--- src/rtl/fsm_serial_tx.sv ---
// fsm_serial_tx: framed serial byte transmitter with a one-entry holding register for gapless frames
module fsm_serial_tx #(
    parameter int STOP_BITS = 1
) (
    input  logic       clk,
    input  logic       resetn,
    input  logic [7:0] in_byte,
    input  logic       valid,
    output logic       ready,
    output logic       out,
    output logic       busy,
    output logic       done
);
    typedef enum logic [1:0] {IDLE, START, DATA, STOP} state_t;
    state_t     state;
    logic [7:0] hold;
    logic [7:0] shift;
    logic       hold_full;
    logic [2:0] cnt;
    logic       last_stop;
    assign ready     = resetn && !hold_full;
    assign busy      = state != IDLE;
    assign last_stop = cnt == 3'(STOP_BITS - 1);
    assign done      = state == STOP && last_stop;
    // holding register load plus frame sequencing; the hold is only loaded while empty and only unloaded while full
    always_ff @(posedge clk) begin
        if (!resetn) begin
            state     <= IDLE;
            out       <= 1'b1;
            hold      <= '0;
            hold_full <= 1'b0;
            shift     <= '0;
            cnt       <= '0;
        end else begin
            if (valid && ready) begin
                hold      <= in_byte;
                hold_full <= 1'b1;
            end
            case (state)
                IDLE: begin
                    out <= 1'b1;
                    if (hold_full) begin
                        state     <= START;
                        out       <= 1'b0;
                        shift     <= hold;
                        hold_full <= 1'b0;
                    end
                end
                START: begin
                    state <= DATA;
                    out   <= shift[0];
                    shift <= shift >> 1;
                    cnt   <= '0;
                end
                DATA: begin
                    if (cnt == 3'd7) begin
                        state <= STOP;
                        out   <= 1'b1;
                        cnt   <= '0;
                    end else begin
                        out   <= shift[0];
                        shift <= shift >> 1;
                        cnt   <= cnt + 3'd1;
                    end
                end
                STOP: begin
                    if (!last_stop) begin
                        cnt <= cnt + 3'd1;
                    end else if (hold_full) begin
                        state     <= START;
                        out       <= 1'b0;
                        shift     <= hold;
                        hold_full <= 1'b0;
                        cnt       <= '0;
                    end else begin
                        state <= IDLE;
                        out   <= 1'b1;
                        cnt   <= '0;
                    end
                end
            endcase
        end
    end
endmodule

--- config.mk ---
export PLATFORM = sky130hd
export DESIGN_NAME = fsm_serial_tx
export DESIGN_NICKNAME = d
export VERILOG_FILES = /design/src/rtl/fsm_serial_tx.sv
export SDC_FILE = /design/constraint.sdc
export NUM_CORES = 1
export LEC_CHECK = 0
export BUFFER_PORTS_ARGS = -buffer_cell sky130_fd_sc_hd__buf_2
export CORE_ASPECT_RATIO = 1.5
export CORE_UTILIZATION = 50
export DETAILED_ROUTE_END_ITERATION = 16
export PLACE_DENSITY = 0.71
export SLEW_MARGIN = 10
export SYNTH_ARGS = -nofsm -noshare
export SYNTH_HDL_FRONTEND = slang
export SYNTH_SLANG_ARGS = --single-unit
--- constraint.sdc ---
create_clock -name clk -period 4.7 [get_ports clk]
set_clock_uncertainty 0.1 [all_clocks]
set_input_delay 0.94 -clock clk [delete_from_list [all_inputs] [get_ports clk]]
set_output_delay 0.94 -clock clk [all_outputs]
set_load 0.05 [all_outputs]
==> metrics list <==
- IO Port Bufs: 14
* Number of nets in the layout: around 160
* Worst-case clock buffer depth: 2
- Async set-reset flop share out of synthesis: 0
- The tool flagged a number of max-cap violations equal to 0.
* Cell type contributing the most total cell area after synthesis: sky130_fd_sc_hd__dfxtp_1
- Iteration count of the initial detailed-routing pass: 4
- Counting the fill cells in the layout gives 208.
- For this run the aggregate overflow at the end of global routing stands at 0.
* DR WL/cell: between 10 and 15 um
- After synthesis the netlist holds a flip-flop and latch count of 23.
* Critical Path Max Stage Delay: about 0.49 ns
- In this run the critical register-to-register path is launched from state[0]$_SDFFE_PN0P_.
- The clock net in this run drives a total of 23 sinks.
- Wire length after detailed routing: between 1.5 and 2 mm
* Leading post-synthesis cells by instance count: 23 x sky130_fd_sc_hd__dfxtp_1, 23 x sky130_fd_sc_hd__nor2_1, 16 x sky130_fd_sc_hd__mux2i_1
- When the netlist entered floorplanning its net count stood at 142.
* Pwr Density: slightly below 600 nW/um2
* Final weighted congestion in routability-driven placement: 0.709
- Counting every instance in the synthesized netlist gives approximately 120.
- For the worst flop-to-flop path, the logic depth is 6.
* Max-slew headroom: 0.553
- Clock input transition at the sequential cells of the worst setup and hold paths: between 0.1 and 0.15 ns
- DPL Wire Length: ~1.4 mm
- Total setup violations reported at the end of the flow: 0
- Counting distinct cell types in the post-synthesis netlist gives 25.
* Run status: finished clean
- Once the clock tree was built, the setup fixing pass inserted 0 buffers.
- Adding up every negative setup slack in the final design gives 0 ns.
- Residual DRC count: 0
- Fraction of layout instances using a drive strength above 1: 0.164
* CORE AREA: around 2100 um2
- The via count of the first global-routing pass came to 784.
- Most common flop cell mapped by yosys: sky130_fd_sc_hd__dfxtp_1
- In this run the count of I/O pins placed on the die edge is 15.
- The share of synthesized area in the top cell type comes to 0.401.
- The cell that appears most often on the critical path is sky130_fd_sc_hd__buf_2.
- Worst min-delay path startpoint: hold[7]$_SDFFE_PN0N_
- TritonCTS clock tree: done
- The first routing iteration left 8 violations.
* Max stage delay cell, worst path: sky130_fd_sc_hd__inv_1
- Critical Path Start Type: input pin
* Mean Syn Cell Area: 9.40 um2
* Measured slew at the worst slew-check pin: roughly 0.67 ns
* Peak fanout along the critical path: 22
* Capturing point of the worst reg2reg path: shift[3]$_SDFFE_PN0P_
* Chain of cells forming the critical path: buf_2, inv_1, nor2_1, buf_2
- The worst hold path was traced through 2 stages.
- The detail route stage leaves a number of antenna-violating nets equal to 0.
- Sequential cell area fraction in the yosys report: 0.401
- STA puts the critical path data required time at approximately 3.7 ns.
- Vias after detailed routing: approximately 870
- Area of all placed cells without fillers: about 1200 um2
* Clk root buf: sky130_fd_sc_hd__clkbuf_4
- By startpoint and endpoint, the worst setup path is classified as in2out.
- Placed cell area: 1210 um2
* Number of gates given a new drive strength after cts: 0
- Final antenna diode count: 0
- For the finished layout, the period the worst path requires is just under 3 ns.
- Number of buffers created by CTS: 3
- Worst-skew pair later-pin latency: roughly 0.32 ns
- Critical path endpoint category: output pin
- The synthesized design contains 0 enable-type register cells.
- Measured along the y axis, the die boundary spans a little over 60 um.
- For this run, the number of Yosys warnings is 0.
- Static timing analysis puts the maximum clock frequency at between 0.3 and 0.4 GHz.
- Data arrival time at the worst-slack endpoint: approximately 1.9 ns
- In the finished design, the share of the clock period the worst path needs comes to 0.622.
- The number of antenna violations at the first check in global routing was 0.
- Worst hold margin: between 0.3 and 0.4 ns
* Static Leakage: between 0.5 and 0.6 nW
- The worst-case IR drop observed on VDD is 384 uV.
* Die extent in x: between 40 and 50 um
* Hold worst-path end: shift[7]$_SDFFE_PN0P_
- Initial core utilization: 0.546
* R2r setup slk: 2.33 ns
- Number of hold buffers added after cts: 0
* Top cells by area in the synthesized netlist: sky130_fd_sc_hd__dfxtp_1 40%, sky130_fd_sc_hd__mux2i_1 14%, sky130_fd_sc_hd__ha_1 9.8%
* Endpoints failing hold: 0
- Path class of the lowest-slack min-delay path: reg2reg
- CTS built an H-tree with a depth of 1.
- The first global-routing pass estimated ~3.2 mm of wire.
* Total Die Area: between 2000 and 2500 um2
- Entering global routing, the biggest net connects 23 pins.
- Via/cell ratio: between 5 and 6
* Mapped Area: ~1100 um2
- Setup repair after global routing left no endpoint under its margin.
- For this run, the total global-route usage over all layers was measured as 0.191.
- After floorplanning, the core was divided into 20 placement rows.
- Area added between synthesis and finish: 7.96%
* Number of max-slew violations in the final report: 0
==> worst max-delay path by stage <==
stage          cells after the start  startpoint  slack [ns]  endpoint
2_1_floorplan                      3      resetn        1.82     ready
3_3_place_gp                       4      resetn        1.78     ready
3_5_place_dp                       4      resetn        1.76     ready
4_1_cts                            4      resetn        1.74     ready
5_1_grt                            4      resetn        1.67     ready
6_report                           4      resetn        1.78     ready
==> cell families after synthesis <==
group | count (synthesis) | share of synthesized area
flops | 23 | 0.401
fa+ha+maj | 9 | 0.0981
buf+inv | 14 | 0.0556
mux | 16 | 0.140
simple gates | 33 | 0.131
compound gates | 27 | 0.174
==> through the flow <==
stage / utilization / cells / total power, W / setup slack, ns
floorplan: - / 122 / 0.000595 / 1.82
global placement: 0.576 / 152 / 0.000637 / 1.78
detailed placement: 0.576 / 152 / 0.000645 / 1.76
CTS: 0.589 / 156 / 0.000736 / 1.74
global route: 0.589 / 156 / 0.000790 / 1.67
finish: 0.589 / 156 / 0.000725 / 1.78
==> metal layers <==
metal	vias to the layer above	global-route usage	part of all wire
met5	-	0	0
met4	0	0.124	0.029
met3	5	0.0220	0.022
met2	14	0.317	0.51
met1	402	0.219	0.44
li1	445	-	-
==> where the power goes <==
group          internal (W)  switching, W  leakage, nW
combinational      0.000139      0.000213        0.332
clock             0.0000319     0.0000579       0.0177
sequential         0.000248     0.0000354        0.189
total              0.000419      0.000306        0.538
==> area by class of cell <==
cell class,count,area (um2),area share
well taps,22,27.5,0.0222
repair buffers,14,70.1,0.0566
clock inverters,1,5.00,0.00404
flip-flops and latches,23,460,0.372
inverters,8,30.0,0.0242
multi-input cells,85,623,0.503
clock buffers,3,22.5,0.0182
==> cell usage in the layout, fill, tap and decap left out <==
cell and count:
sky130_fd_sc_hd__nand3_1 1, sky130_fd_sc_hd__mux2i_1 16, sky130_fd_sc_hd__nand2_1 3, sky130_fd_sc_hd__clkbuf_4 3, sky130_fd_sc_hd__ha_1 9, sky130_fd_sc_hd__o41ai_1 1
sky130_fd_sc_hd__a211o_1 1, sky130_fd_sc_hd__dfxtp_1 23, sky130_fd_sc_hd__clkinv_2 1, sky130_fd_sc_hd__inv_1 8, sky130_fd_sc_hd__a211oi_1 5, sky130_fd_sc_hd__o32ai_1 1
sky130_fd_sc_hd__nand2b_1 3, sky130_fd_sc_hd__o221ai_1 1, sky130_fd_sc_hd__nand3b_1 1, sky130_fd_sc_hd__nand2b_4 1, sky130_fd_sc_hd__o22ai_1 1, sky130_fd_sc_hd__o21ai_0 4
sky130_fd_sc_hd__a221oi_4 1, sky130_fd_sc_hd__a21oi_1 10, sky130_fd_sc_hd__and2b_1 1, sky130_fd_sc_hd__nor2_1 23, sky130_fd_sc_hd__buf_2 14, sky130_fd_sc_hd__a211oi_2 2
==> worst max-delay path: cells and delay by family <==
family	cells	cell delay, ns
buffers and inverters	3	0.84
AND/OR/NAND/NOR	1	0.08
==> state kept, by name (all words and copies together) (netlist names) <==
signal	count
cnt	3
shift	8
hold	8
out	1
hold_full	1
state	2
Power figures use the tool's default switching activity.
